File: config.mk
export PLATFORM = sky130hd
export DESIGN_NAME = addsub_pe_sched
export DESIGN_NICKNAME = d
export VERILOG_FILES = /design/src/rtl/addsub_pkg.sv /design/src/rtl/addsub_rr_arb.sv /design/src/rtl/addsub_pe_sched.sv
export SDC_FILE = /design/constraint.sdc
export NUM_CORES = 1
export LEC_CHECK = 0
export ABC_AREA = 1
export CORE_AREA = 2 2 163 165
export CTS_CLUSTER_SIZE = 30
export DETAILED_ROUTE_END_ITERATION = 10
export DIE_AREA = 0 0 165 167
export GPL_ROUTABILITY_DRIVEN = 1
export PLACE_DENSITY = 0.56
export SLEW_MARGIN = 10
export SYNTH_ARGS = -nofsm -noshare
export SYNTH_HDL_FRONTEND = slang
export SYNTH_SLANG_ARGS = --single-unit
File: constraint.sdc
create_clock -name clock -period 1.8 [get_ports clock]
set_input_delay 0.36 -clock clock [delete_from_list [all_inputs] [get_ports clock]]
set_output_delay 0.36 -clock clock [all_outputs]
set_load 0.02 [all_outputs]
File: src/rtl/addsub_pkg.sv
// -----------------------------------------------------------------------------
// addsub_pkg
// Shared definitions for the AddSubPE scheduler slice.
//   - Operation and number-format encodings driven onto the PE control pins.
//   - Rounding-mode encodings carried from io_rounding to io_pe_rounding.
//   - Tag entry used by the in-flight tracking pipe: {valid, requester id}.
//     The id field is sized for the largest supported requester count (8),
//     so one tag type serves every legal N.
// -----------------------------------------------------------------------------
package addsub_pkg;

   typedef enum logic {
      OP_ADD = 1'b0,
      OP_SUB = 1'b1
   } op_e;

   typedef enum logic {
      FMT_FP  = 1'b0,
      FMT_INT = 1'b1
   } fmt_e;

   typedef enum logic [2:0] {
      RM_NEAR_EVEN   = 3'b000,
      RM_TO_ZERO     = 3'b001,
      RM_DOWN        = 3'b010,
      RM_UP          = 3'b011,
      RM_NEAR_MAXMAG = 3'b100
   } rm_e;

   localparam int MAX_REQ = 8;
   localparam int ID_W    = $clog2(MAX_REQ);

   typedef struct packed {
      logic            valid;
      logic [ID_W-1:0] id;
   } tag_t;

endpackage

File: src/rtl/addsub_rr_arb.sv
// -----------------------------------------------------------------------------
// addsub_rr_arb
// Pure combinational round-robin grant. The caller owns the pointer register.
// Ports:
//   reqValid  in  N      per-requester request
//   rrPtr     in  PTR_W  highest-priority requester this cycle
//   grant     out N      one-hot grant (all zero when nothing is requesting)
//   nextPtr   out PTR_W  requester after the granted one, wrapping N-1 -> 0;
//                        equals rrPtr when nothing is granted
// -----------------------------------------------------------------------------
module addsub_rr_arb #(
   parameter int N     = 4,
   parameter int PTR_W = 2
) (
   input  logic [N-1:0]     reqValid,
   input  logic [PTR_W-1:0] rrPtr,
   output logic [N-1:0]     grant,
   output logic [PTR_W-1:0] nextPtr
);

   logic found;

   // The search is split into two passes so the indices stay loop constants:
   // first the requesters at or above the pointer, then the ones below it,
   // which together walk upward from the pointer and wrap around to zero.
   always_comb begin
      grant   = '0;
      nextPtr = rrPtr;
      found   = 1'b0;
      for (int i = 0; i < N; i++) begin
         if (!found && reqValid[i] && (i >= int'(rrPtr))) begin
            grant[i] = 1'b1;
            found    = 1'b1;
            nextPtr  = (i == N - 1) ? '0 : PTR_W'(i + 1);
         end
      end
      for (int i = 0; i < N; i++) begin
         if (!found && reqValid[i] && (i < int'(rrPtr))) begin
            grant[i] = 1'b1;
            found    = 1'b1;
            nextPtr  = (i == N - 1) ? '0 : PTR_W'(i + 1);
         end
      end
   end

endmodule

File: src/rtl/addsub_pe_sched.sv
// -----------------------------------------------------------------------------
// addsub_pe_sched
// Round-robin scheduler sharing one external, fully pipelined AddSubPE among
// N requesters. Jobs are accepted over valid/ready, issued to the PE from
// registers, tracked by a tag pipe matched to PE_LATENCY, and each result is
// returned to its originating requester in accept order.
// Ports:
//   clock, reset                  clock; synchronous active-high reset
//   io_req_valid/ready  [N]       job handshake, ready is one-hot grant
//   io_req_in_0/in_1    [N*W]     operands, requester i at [i*W +: W]
//   io_req_op/use_int   [N]       0=add/1=sub, 1=INT32/0=FP32
//   io_rounding[3], io_tininess   global modes, sampled at accept
//   io_resp_valid [N], io_resp_data [W]  one-cycle one-hot result strobe
//   io_busy                       any job in flight
//   io_pe_*                       registered drive to the PE
//   io_pe_out [W]                 PE result
//   io_perf_conflicts [32]        only with ADDSUB_SCHED_PERF_EN defined:
//                                 saturating count of cycles with >1 valid
// -----------------------------------------------------------------------------
module addsub_pe_sched
   import addsub_pkg::*;
#(
   parameter int N          = 4,
   parameter int PE_LATENCY = 2,
   parameter int W          = 32
) (
   input  logic           clock,
   input  logic           reset,
   input  logic [N-1:0]   io_req_valid,
   output logic [N-1:0]   io_req_ready,
   input  logic [N*W-1:0] io_req_in_0,
   input  logic [N*W-1:0] io_req_in_1,
   input  logic [N-1:0]   io_req_op,
   input  logic [N-1:0]   io_req_use_int,
   input  logic [2:0]     io_rounding,
   input  logic           io_tininess,
   output logic [N-1:0]   io_resp_valid,
   output logic [W-1:0]   io_resp_data,
   output logic           io_busy,
   output logic [W-1:0]   io_pe_in_0,
   output logic [W-1:0]   io_pe_in_1,
   output logic           io_pe_op,
   output logic           io_pe_use_int,
   output logic           io_pe_tininess,
   output logic [2:0]     io_pe_rounding,
   input  logic [W-1:0]   io_pe_out
`ifdef ADDSUB_SCHED_PERF_EN
   ,
   output logic [31:0]    io_perf_conflicts
`endif
);

   localparam int PTR_W = (N > 1) ? $clog2(N) : 1;

   logic [PTR_W-1:0] rrPtr;
   logic [PTR_W-1:0] nextPtr;
   logic [N-1:0]     grant;
   logic             accept;
   logic [W-1:0]     selA;
   logic [W-1:0]     selB;
   logic             selOp;
   logic             selInt;
   logic [ID_W-1:0]  selId;
   tag_t             tagPipe [0:PE_LATENCY];
   tag_t             alignedTag;
   logic [N-1:0]     respOnehot;

   addsub_rr_arb #(
      .N     (N),
      .PTR_W (PTR_W)
   ) rrArb (
      .reqValid (io_req_valid),
      .rrPtr    (rrPtr),
      .grant    (grant),
      .nextPtr  (nextPtr)
   );

   // Ready is the grant itself, held low while reset is asserted so nothing
   // looks accepted on a cycle that the registers are going to discard.
   always_comb begin
      io_req_ready = reset ? '0 : grant;
      accept       = !reset && (grant != '0);
   end

   // Steer the granted requester's job fields with a one-hot mux; the id is
   // what the tag pipe carries back to pick the response strobe.
   always_comb begin
      selA   = '0;
      selB   = '0;
      selOp  = 1'b0;
      selInt = 1'b0;
      selId  = '0;
      for (int i = 0; i < N; i++) begin
         if (grant[i]) begin
            selA   = io_req_in_0[i*W +: W];
            selB   = io_req_in_1[i*W +: W];
            selOp  = io_req_op[i];
            selInt = io_req_use_int[i];
            selId  = ID_W'(i);
         end
      end
   end

   // Priority pointer moves just past the winner on every accept and holds
   // otherwise, which is what gives each requester its fair turn.
   always_ff @(posedge clock) begin
      if (reset) begin
         rrPtr <= '0;
      end else if (accept) begin
         rrPtr <= nextPtr;
      end
   end

   // PE operand and mode registers only load on accept, so the PE sees
   // stable inputs between jobs; global modes are captured with the job.
   always_ff @(posedge clock) begin
      if (reset) begin
         io_pe_in_0     <= '0;
         io_pe_in_1     <= '0;
         io_pe_op       <= 1'b0;
         io_pe_use_int  <= 1'b0;
         io_pe_tininess <= 1'b0;
         io_pe_rounding <= '0;
      end else if (accept) begin
         io_pe_in_0     <= selA;
         io_pe_in_1     <= selB;
         io_pe_op       <= selOp;
         io_pe_use_int  <= selInt;
         io_pe_tininess <= io_tininess;
         io_pe_rounding <= io_rounding;
      end
   end

   // Tag pipe: stage 0 loads alongside the PE input registers, and each
   // further stage tracks one PE pipeline stage, so stage PE_LATENCY lines up
   // with the result currently on io_pe_out. Idle cycles push empty tags.
   always_ff @(posedge clock) begin
      if (reset) begin
         for (int i = 0; i <= PE_LATENCY; i++) begin
            tagPipe[i] <= '0;
         end
      end else begin
         tagPipe[0].valid <= accept;
         tagPipe[0].id    <= selId;
         for (int i = 1; i <= PE_LATENCY; i++) begin
            tagPipe[i] <= tagPipe[i-1];
         end
      end
   end

   // Decode the aligned tag into the one-hot requester strobe.
   always_comb begin
      alignedTag = tagPipe[PE_LATENCY];
      respOnehot = '0;
      for (int i = 0; i < N; i++) begin
         if (alignedTag.valid && (alignedTag.id == ID_W'(i))) begin
            respOnehot[i] = 1'b1;
         end
      end
   end

   // Response register: the strobe lasts exactly one cycle per job, while the
   // data register keeps the last result so consumers may sample it late.
   always_ff @(posedge clock) begin
      if (reset) begin
         io_resp_valid <= '0;
         io_resp_data  <= '0;
      end else begin
         io_resp_valid <= respOnehot;
         if (alignedTag.valid) begin
            io_resp_data <= io_pe_out;
         end
      end
   end

   // Busy covers every job from its accept edge until its response strobe
   // has been presented.
   always_comb begin
      io_busy = |io_resp_valid;
      for (int i = 0; i <= PE_LATENCY; i++) begin
         io_busy = io_busy | tagPipe[i].valid;
      end
   end

`ifdef ADDSUB_SCHED_PERF_EN
   logic multiValid;

   // More than one bit set exactly when clearing the lowest set bit leaves
   // something behind.
   always_comb begin
      multiValid = (io_req_valid & (io_req_valid - N'(1))) != '0;
   end

   // Contention counter: counts cycles with competing requests and sticks at
   // all-ones rather than wrapping back to a misleadingly small value.
   always_ff @(posedge clock) begin
      if (reset) begin
         io_perf_conflicts <= '0;
      end else if (multiValid && (io_perf_conflicts != 32'hFFFF_FFFF)) begin
         io_perf_conflicts <= io_perf_conflicts + 32'd1;
      end
   end
`endif

endmodule

### Yosys cells after proc, flatten, opt, wreduce, memory -nomap -nowiden

Memories as Yosys holds them, arrays and structs flattened.
Index checks and enable logic that the tools add are counted.

| storage, ports and cells | value |
|---|---|
| flip-flop bits (word level) | 108 |
| output and inout port bits | 111 |
| bits of input ports | 306 |
| logic and storage cells | 105 |
| memory bits (writable) | 12 |
| memories | 1 |

| cells by class | value |
|---|---|
| reduce and logical (&&, ||, !) cells | 29 |
| equality and inequality tests | 3 |
| multiplexer cells | 50 |
| $lt $le $gt $ge | 6 |
| bitwise operators | 7 |

Memory list:

| name | depth | width | rd ports | clocked after Yosys merged registers in | wr ports | RTL line | text |
|---|---|---|---|---|---|---|---|
| tagPipe | 3 | 4 | 3 | 0 | 3 | addsub_pe_sched.sv:64 | `tag_t tagPipe [0:PE_LATENCY];` |

Operator list:

| operator | count |
|---|---|
| 32-bit 2-to-1 mux | 8 |
| 1-bit 2-to-1 mux | 29 |
| 1-bit logical AND | 17 |
| 2-bit 2-to-1 mux | 7 |
| 4-bit 2-to-1 mux | 3 |
| 3-bit 2-to-1 mux | 3 |
| 1-bit zero test | 7 |
| 1-bit OR | 7 |
| 7-bit nonzero test | 1 |
| 3-bit by 2-bit == test with 1-bit output (second input constant) | 2 |
| 1-bit by 2-bit greater-or-equal comparator with 1-bit output (first input constant) | 2 |
| 1-bit by 2-bit < comparator with 1-bit output (first input constant) | 2 |
| 4-bit nonzero test | 1 |
| 4-bit OR reduction | 1 |
| 3-bit by 1-bit == test with 1-bit output (second input constant) | 1 |
| 3-bit zero test | 1 |
| 2-bit greater-or-equal comparator (first input constant) | 1 |
| 2-bit < comparator (first input constant) | 1 |
| 2-bit AND reduction | 1 |

### Logic depth before layout (Yosys ltp)

Gate-level depths: netlist (run 1).

| logic depth | value |
|---|---|
| depth in word-level cells | 29 |
| mapped depth | 14 |
| mapped depth without buffers | 12 |

### Modules after synthesis

A second synthesis (run 1) with hierarchy kept.

| unflattened totals | value |
|---|---|
| cells, all modules | 1116 |
| area, all modules | 6526.3 um^2 |

By module, submodules not included:

| module | area each (um^2) | times used | cells each | sequential area each (um^2) |
|---|---|---|---|---|
| addsub_pe_sched | 6359.8 | 1 | 1080 | 2342.2 |
| addsub_rr_arb | 166.4 | 1 | 36 | 0.0 |

### Worst setup path after synthesis (run 1)

No wires, ideal clock.

| path | value |
|---|---|
| path kind | reg2out |
| start point | register rrPtr[1] |
| end point | output io_req_ready[2] |
| path slack | -114 ps |
| arrival time | 1554 ps |
| path buffers | 2 |
| stages on the path, launching flop included | 11 |
| cells stage by stage | dfxtp_1 -> inv_1 -> nand2_1 -> nand4_1 -> nor2_2 -> nand3_1 -> nand2_1 -> buf_4 -> buf_2 -> inv_2 -> nor2_1 |

| between the ends | value |
|---|---|
| cells in the longest elaborated chain, start to end | 27 |
| elaborated cells between the ends (all ways) | 33 |
| those cells by class | order compare (6); mux (9); reduce/logical (18) |

RTL lines:

| what | RTL line | text |
|---|---|---|
| start, declared | addsub_pe_sched.sv:55 | `logic [PTR_W-1:0] rrPtr;` |
| start signal, assigned | addsub_pe_sched.sv:110 | `rrPtr <= nextPtr;` |
| 1-bit by 2-bit greater-or-equal comparator with 1-bit output | addsub_rr_arb.sv:31 | `if (!found && reqValid[i] && (i >= int'(rrPtr))) begin` |
| 1-bit logical AND | addsub_rr_arb.sv:31 |  |
| 1-bit 2-to-1 mux | addsub_rr_arb.sv:31 |  |
| 1-bit zero test | addsub_rr_arb.sv:31 |  |
| 1-bit logical AND (2 in series) | addsub_rr_arb.sv:31 |  |
| 1-bit 2-to-1 mux | addsub_rr_arb.sv:31 |  |
| 1-bit zero test | addsub_rr_arb.sv:31 |  |
| 1-bit logical AND (2 in series) | addsub_rr_arb.sv:31 |  |
| [7 not listed] | -- |  |
| 1-bit 2-to-1 mux | addsub_rr_arb.sv:38 | `if (!found && reqValid[i] && (i < int'(rrPtr))) begin` |
| 1-bit zero test | addsub_rr_arb.sv:38 |  |
| 1-bit logical AND (2 in series) | addsub_rr_arb.sv:38 |  |
| 1-bit 2-to-1 mux | addsub_rr_arb.sv:38 |  |
| 1-bit zero test | addsub_rr_arb.sv:38 |  |
| 1-bit logical AND (2 in series) | addsub_rr_arb.sv:38 |  |
| 1-bit 2-to-1 mux * | addsub_rr_arb.sv:38 |  |
| 4-bit 2-to-1 mux * | addsub_pe_sched.sv:81 | `io_req_ready = reset ? '0 : grant;` |
| end, declared | addsub_pe_sched.sv:30 | `output logic [N-1:0] io_req_ready,` |

Mark *: on every way between the ends. The rest lies on a longest branch, timed or not.

### Final worst setup path (run 1)

| path | value |
|---|---|
| start point | input io_req_valid[2] |
| end point | output io_req_ready[2] |

| between the ends | value |
|---|---|
| cells in the longest elaborated chain, start to end | 19 |
| elaborated cells between the ends (all ways) | 20 |
| those cells by class | mux (7); reduce/logical (13) |

RTL lines:

| what | RTL line | text |
|---|---|---|
| start, declared | addsub_pe_sched.sv:29 | `input logic [N-1:0] io_req_valid,` |
| 1-bit logical AND (2 in series) | addsub_rr_arb.sv:31 |  |
| 1-bit 2-to-1 mux | addsub_rr_arb.sv:31 |  |
| 1-bit zero test | addsub_rr_arb.sv:31 |  |
| 1-bit logical AND | addsub_rr_arb.sv:31 |  |
| 1-bit 2-to-1 mux | addsub_rr_arb.sv:31 |  |
| 1-bit zero test | addsub_rr_arb.sv:38 |  |
| 1-bit logical AND (2 in series) | addsub_rr_arb.sv:38 |  |
| 1-bit 2-to-1 mux | addsub_rr_arb.sv:38 |  |
| 1-bit zero test | addsub_rr_arb.sv:38 |  |
| 1-bit logical AND (2 in series) | addsub_rr_arb.sv:38 |  |
| 1-bit 2-to-1 mux | addsub_rr_arb.sv:38 |  |
| 1-bit zero test | addsub_rr_arb.sv:38 |  |
| 1-bit logical AND (2 in series) | addsub_rr_arb.sv:38 |  |
| 1-bit 2-to-1 mux * | addsub_rr_arb.sv:38 |  |
| 4-bit 2-to-1 mux * | addsub_pe_sched.sv:81 |  |

Marks and branches as above.

==> results of run 1 <==
layer usage:
metal	track usage, %	up-vias
met5	0	-
met4	3.93	0
li1	-	4286
met2	34.7	313
met1	22.8	3677
met3	5.95	31
per-stage QoR:
step / hold WS, ps / total power (W)
floorplan: 388 / 0.00422
global placement: 392 / 0.00567
detailed placement: 392 / 0.00568
CTS: 403 / 0.00909
global route: 422 / 0.00965
finish: 396 / 0.00911
worst min path at each step:
stage / startpoint / end / slack (ps) / cells past startpoint
2_1_floorplan: tagPipe[0][0] / tagPipe[0][4] / 390 / 2
3_3_place_gp: tagPipe[0][4] / tagPipe[0][8] / 390 / 2
3_5_place_dp: tagPipe[0][5] / tagPipe[0][9] / 390 / 2
4_1_cts: tagPipe[0][0] / tagPipe[0][4] / 400 / 2
5_1_grt: tagPipe[0][1] / tagPipe[0][5] / 420 / 2
6_report: tagPipe[0][1] / tagPipe[0][5] / 400 / 2
flip-flops by register name, indices dropped and copies added, names as in the netlist:
signal          count
io_pe_in_0         32
io_pe_tininess      1
io_resp_valid       4
io_pe_use_int       1
io_pe_rounding      3
io_resp_data       32
io_pe_op            1
tagPipe             9
rrPtr               2
io_pe_in_1         32
final cells by class:
class / instances / area (µm²)
Sequential cell: 117 / 2350
Clock buffer: 17 / 425
Clock inverter: 15 / 159
Fill cell: 2731 / 13600
Tap cell: 335 / 419
Multi-Input combinational cell: 813 / 3370
Inverter: 149 / 567
Timing Repair Buffer: 470 / 4850
cell usage in the layout, fill, tap and decap left out, types with 2 or more instances in the layout:
cell             synthesis  layout
buf_2                   17       2
buf_4                   12      33
a21oi_1                  3       2
inv_1                  146     144
clkbuf_16                0      23
clkinv_4                 0       3
nand3_1                  6       4
clkinv_8                 0       2
inv_6                    0       3
inv_8                    0       6
inv_2                    3       3
nor2_2                   1       3
clkdlybuf4s50_1          0     400
nand3_2                  1       3
nor3_1                   2       2
dlymetal6s2s_1           0       7
nor2_1                 219     214
nand2_2                  2       7
o21ai_0                 38      38
buf_12                   0      13
dlygate4sd2_1            0       3
nand2_1                470     464
dfxtp_1                117     115
buf_6                    9       6
clkinvlp_4               0       2
dfxtp_4                  0       2
nand4_1                 69      69
nor2_4                   0       3
kinds of logic after synthesis:
logic type	count (synthesis)	share of synthesized area (%)
buf+inv	217	14.4
compound gates	42	3.21
simple gates	771	46.9
flops	117	35.5
power by group through the flow:
stage | logic, W | clock network (W) | registers [W]
final | 0.00288 | 0.00332 | 0.00290
after global routing | 0.00316 | 0.00355 | 0.00293
after CTS | 0.00277 | 0.00341 | 0.00291
after detailed placement | 0.00272 | 0 | 0.00296
after global placement | 0.00271 | 0 | 0.00295
after floorplan | 0.00103 | 0 | 0.00319
worst reg2reg max path: stages, from the launching register on:
cell     delay, ps
dfxtp_4        360
nor2_2         120
nand2_2         80
nand3_2         90
nor2_2          40
nand2_1        110
buf_4          120
nand2_2        160
buf_12         230
nand2_1         90
nand2_1         50
nand2_1         60
nand4_1        110
nand2_1         90
inv_1           30
repair_timing:
action	4_1_cts	5_1_grt
buffers inserted	6	0
gates cloned	0	7
endpoints found under the setup margin	75	75
pin swaps	10	8
gates resized for setup	46	16
==> impl_metrics.ini, run 1 <==
[run_status]
outcome = finished with violations
violations = negative setup slack

[cts]
cts_root_buffer = clkbuf_16
cts_tree = built
path_clk_slew_ps = 70
cts_sinks = 117
hold_buffers = 0
h-tree-depth = 4
clock_latency_ps = 410
cts_buffer_depth = 2
cts_buffers = 17

[critical_path]
crit_buf_inv = 3
rr_worst_depth = 14
r2r_slack_ps = -50
critical-path-max-stage-delay_ps = 450
crit_end = io_req_ready[2]
worstSetupPathDepth = 9
setup.worst_path.start = io_req_valid[2]
worstPathRequired_ps = 1440
cp.arrival_ps = 1600
r2r_start = rrPtr[0]
crit_path_max_fanout = 2
crit_chain = clkdlybuf4s50_1 > nand2_2 > nand4_1 > nor2_2 > nand3_2 > nand2_4 > inv_4 > nor2_4 > buf_6
cpMaxStageDelayCell = clkdlybuf4s50_1
r2r_end = io_pe_in_0[9]
end_kind = output port
criticalPathCategory = primary input to output port
path_delay_family = buffers and inverters
start_kind = primary input

[logic_synthesis]
synth_ff_type = dfxtp_1
synth_most_common_cell = nand2_1
yosysSeqAreaShare_pct = 35.5
synth_area_leader_cell = dfxtp_1
synth_edf_count = 0
yosys.cell_types.count = 20
synthCells = 1147
synth_common_cells = 470 x nand2_1, 219 x nor2_1, 146 x inv_1
async_reset_ff_share_pct = 0
yosysTopAreaCellShare_pct = 35.5
synth_area_leaders = dfxtp_1 36%, nand2_1 27%, nor2_1 12%
yosysWarnings = 0
syn-num-nets = 1453
avgSynthCellArea_um2 = 5.75
synth_area_um2 = 6600
synth_seq_cells = 117

[timing]
worst_slack_ps = -158
fmaxAchievable_ghz = 0.511
min_period_ps = 1960
relSlewSlack_pct = 75.1
rsz0062_at_grt = yes
finalCritPeriodShare_pct = 109
tightest_slew_ps = 374
hold_violations = 0
setup_viol = 13
finalClockSkew_ps = 7.48
drv_slew = 0
setup_tns_ps = -627

[die]
fp-row-count = 59
start_util_pct = 25.6
die_area_um2 = 27600
die-height_um = 167
die_w_um = 165
core_um2 = 25800
io_pins = 417

[power]
internal_power_w = 0.00612
p_leak_nw = 5.91
power_frac_comb_pct = 31.6
vdd_ir_drop_max_mv = 0.526
pwr-share-seq_pct = 31.9
p_sw_w = 0.00299
clockPowerShare_pct = 36.5
p_per_area_nw_per_um2 = 750
switching_share_pct = 32.8

[job]
drv_cap = 0

[layout]
finalInstanceArea_um2 = 12100
fin_util_pct = 47.1
finalNetCount = 1874
fin_cells = 1916
final_layout_size_suffix_gt1_share_pct = 7.46
antenna_cells = 0
area_growth_pct = 84.2

[drt]
wl_per_cell_um = 15.1
drtPass1Iterations = 7
drt_iter0_markers = 422
postRouteWirelength_mm = 29.0
drc = 0
vias_per_cell = 4.34
dr_wl_met2_mm = 14.2
wl_met1_mm = 11.8
ant_nets = 0
top_layer = met4
vias = 8307
wl_met3_mm = 2.43

[grt]
grt_antenna_before_repair = 0
grt_first_pass_wirelength_mm = 42.2
grt_max_degree = 41
grt_usage_pct = 19.5
overflow = 0
grt_pass1_vias = 7760

[place]
place_area_um2 = 11200
pre_cts_ws_ps = -735
port_buffers = 416
hpwl_mm = 20.3
place.gp.congestion = 0.815
placedCellCount = 1871

[min_path]
hold_path_class = flip-flop to flip-flop
Power figures use the tool's default switching activity.
==> run 2, diff against run 1 <==
--- a/config.mk
+++ b/config.mk
@@ -11,6 +11,7 @@
 export DETAILED_ROUTE_END_ITERATION = 10
 export DIE_AREA = 0 0 165 167
 export GPL_ROUTABILITY_DRIVEN = 1
+export HOLD_SLACK_MARGIN = 0.03
 export PLACE_DENSITY = 0.56
 export SLEW_MARGIN = 10
 export SYNTH_ARGS = -nofsm -noshare
==> results of run 2 <==
Same layout as run 1: the final DEF is identical, and so are final timing and power.
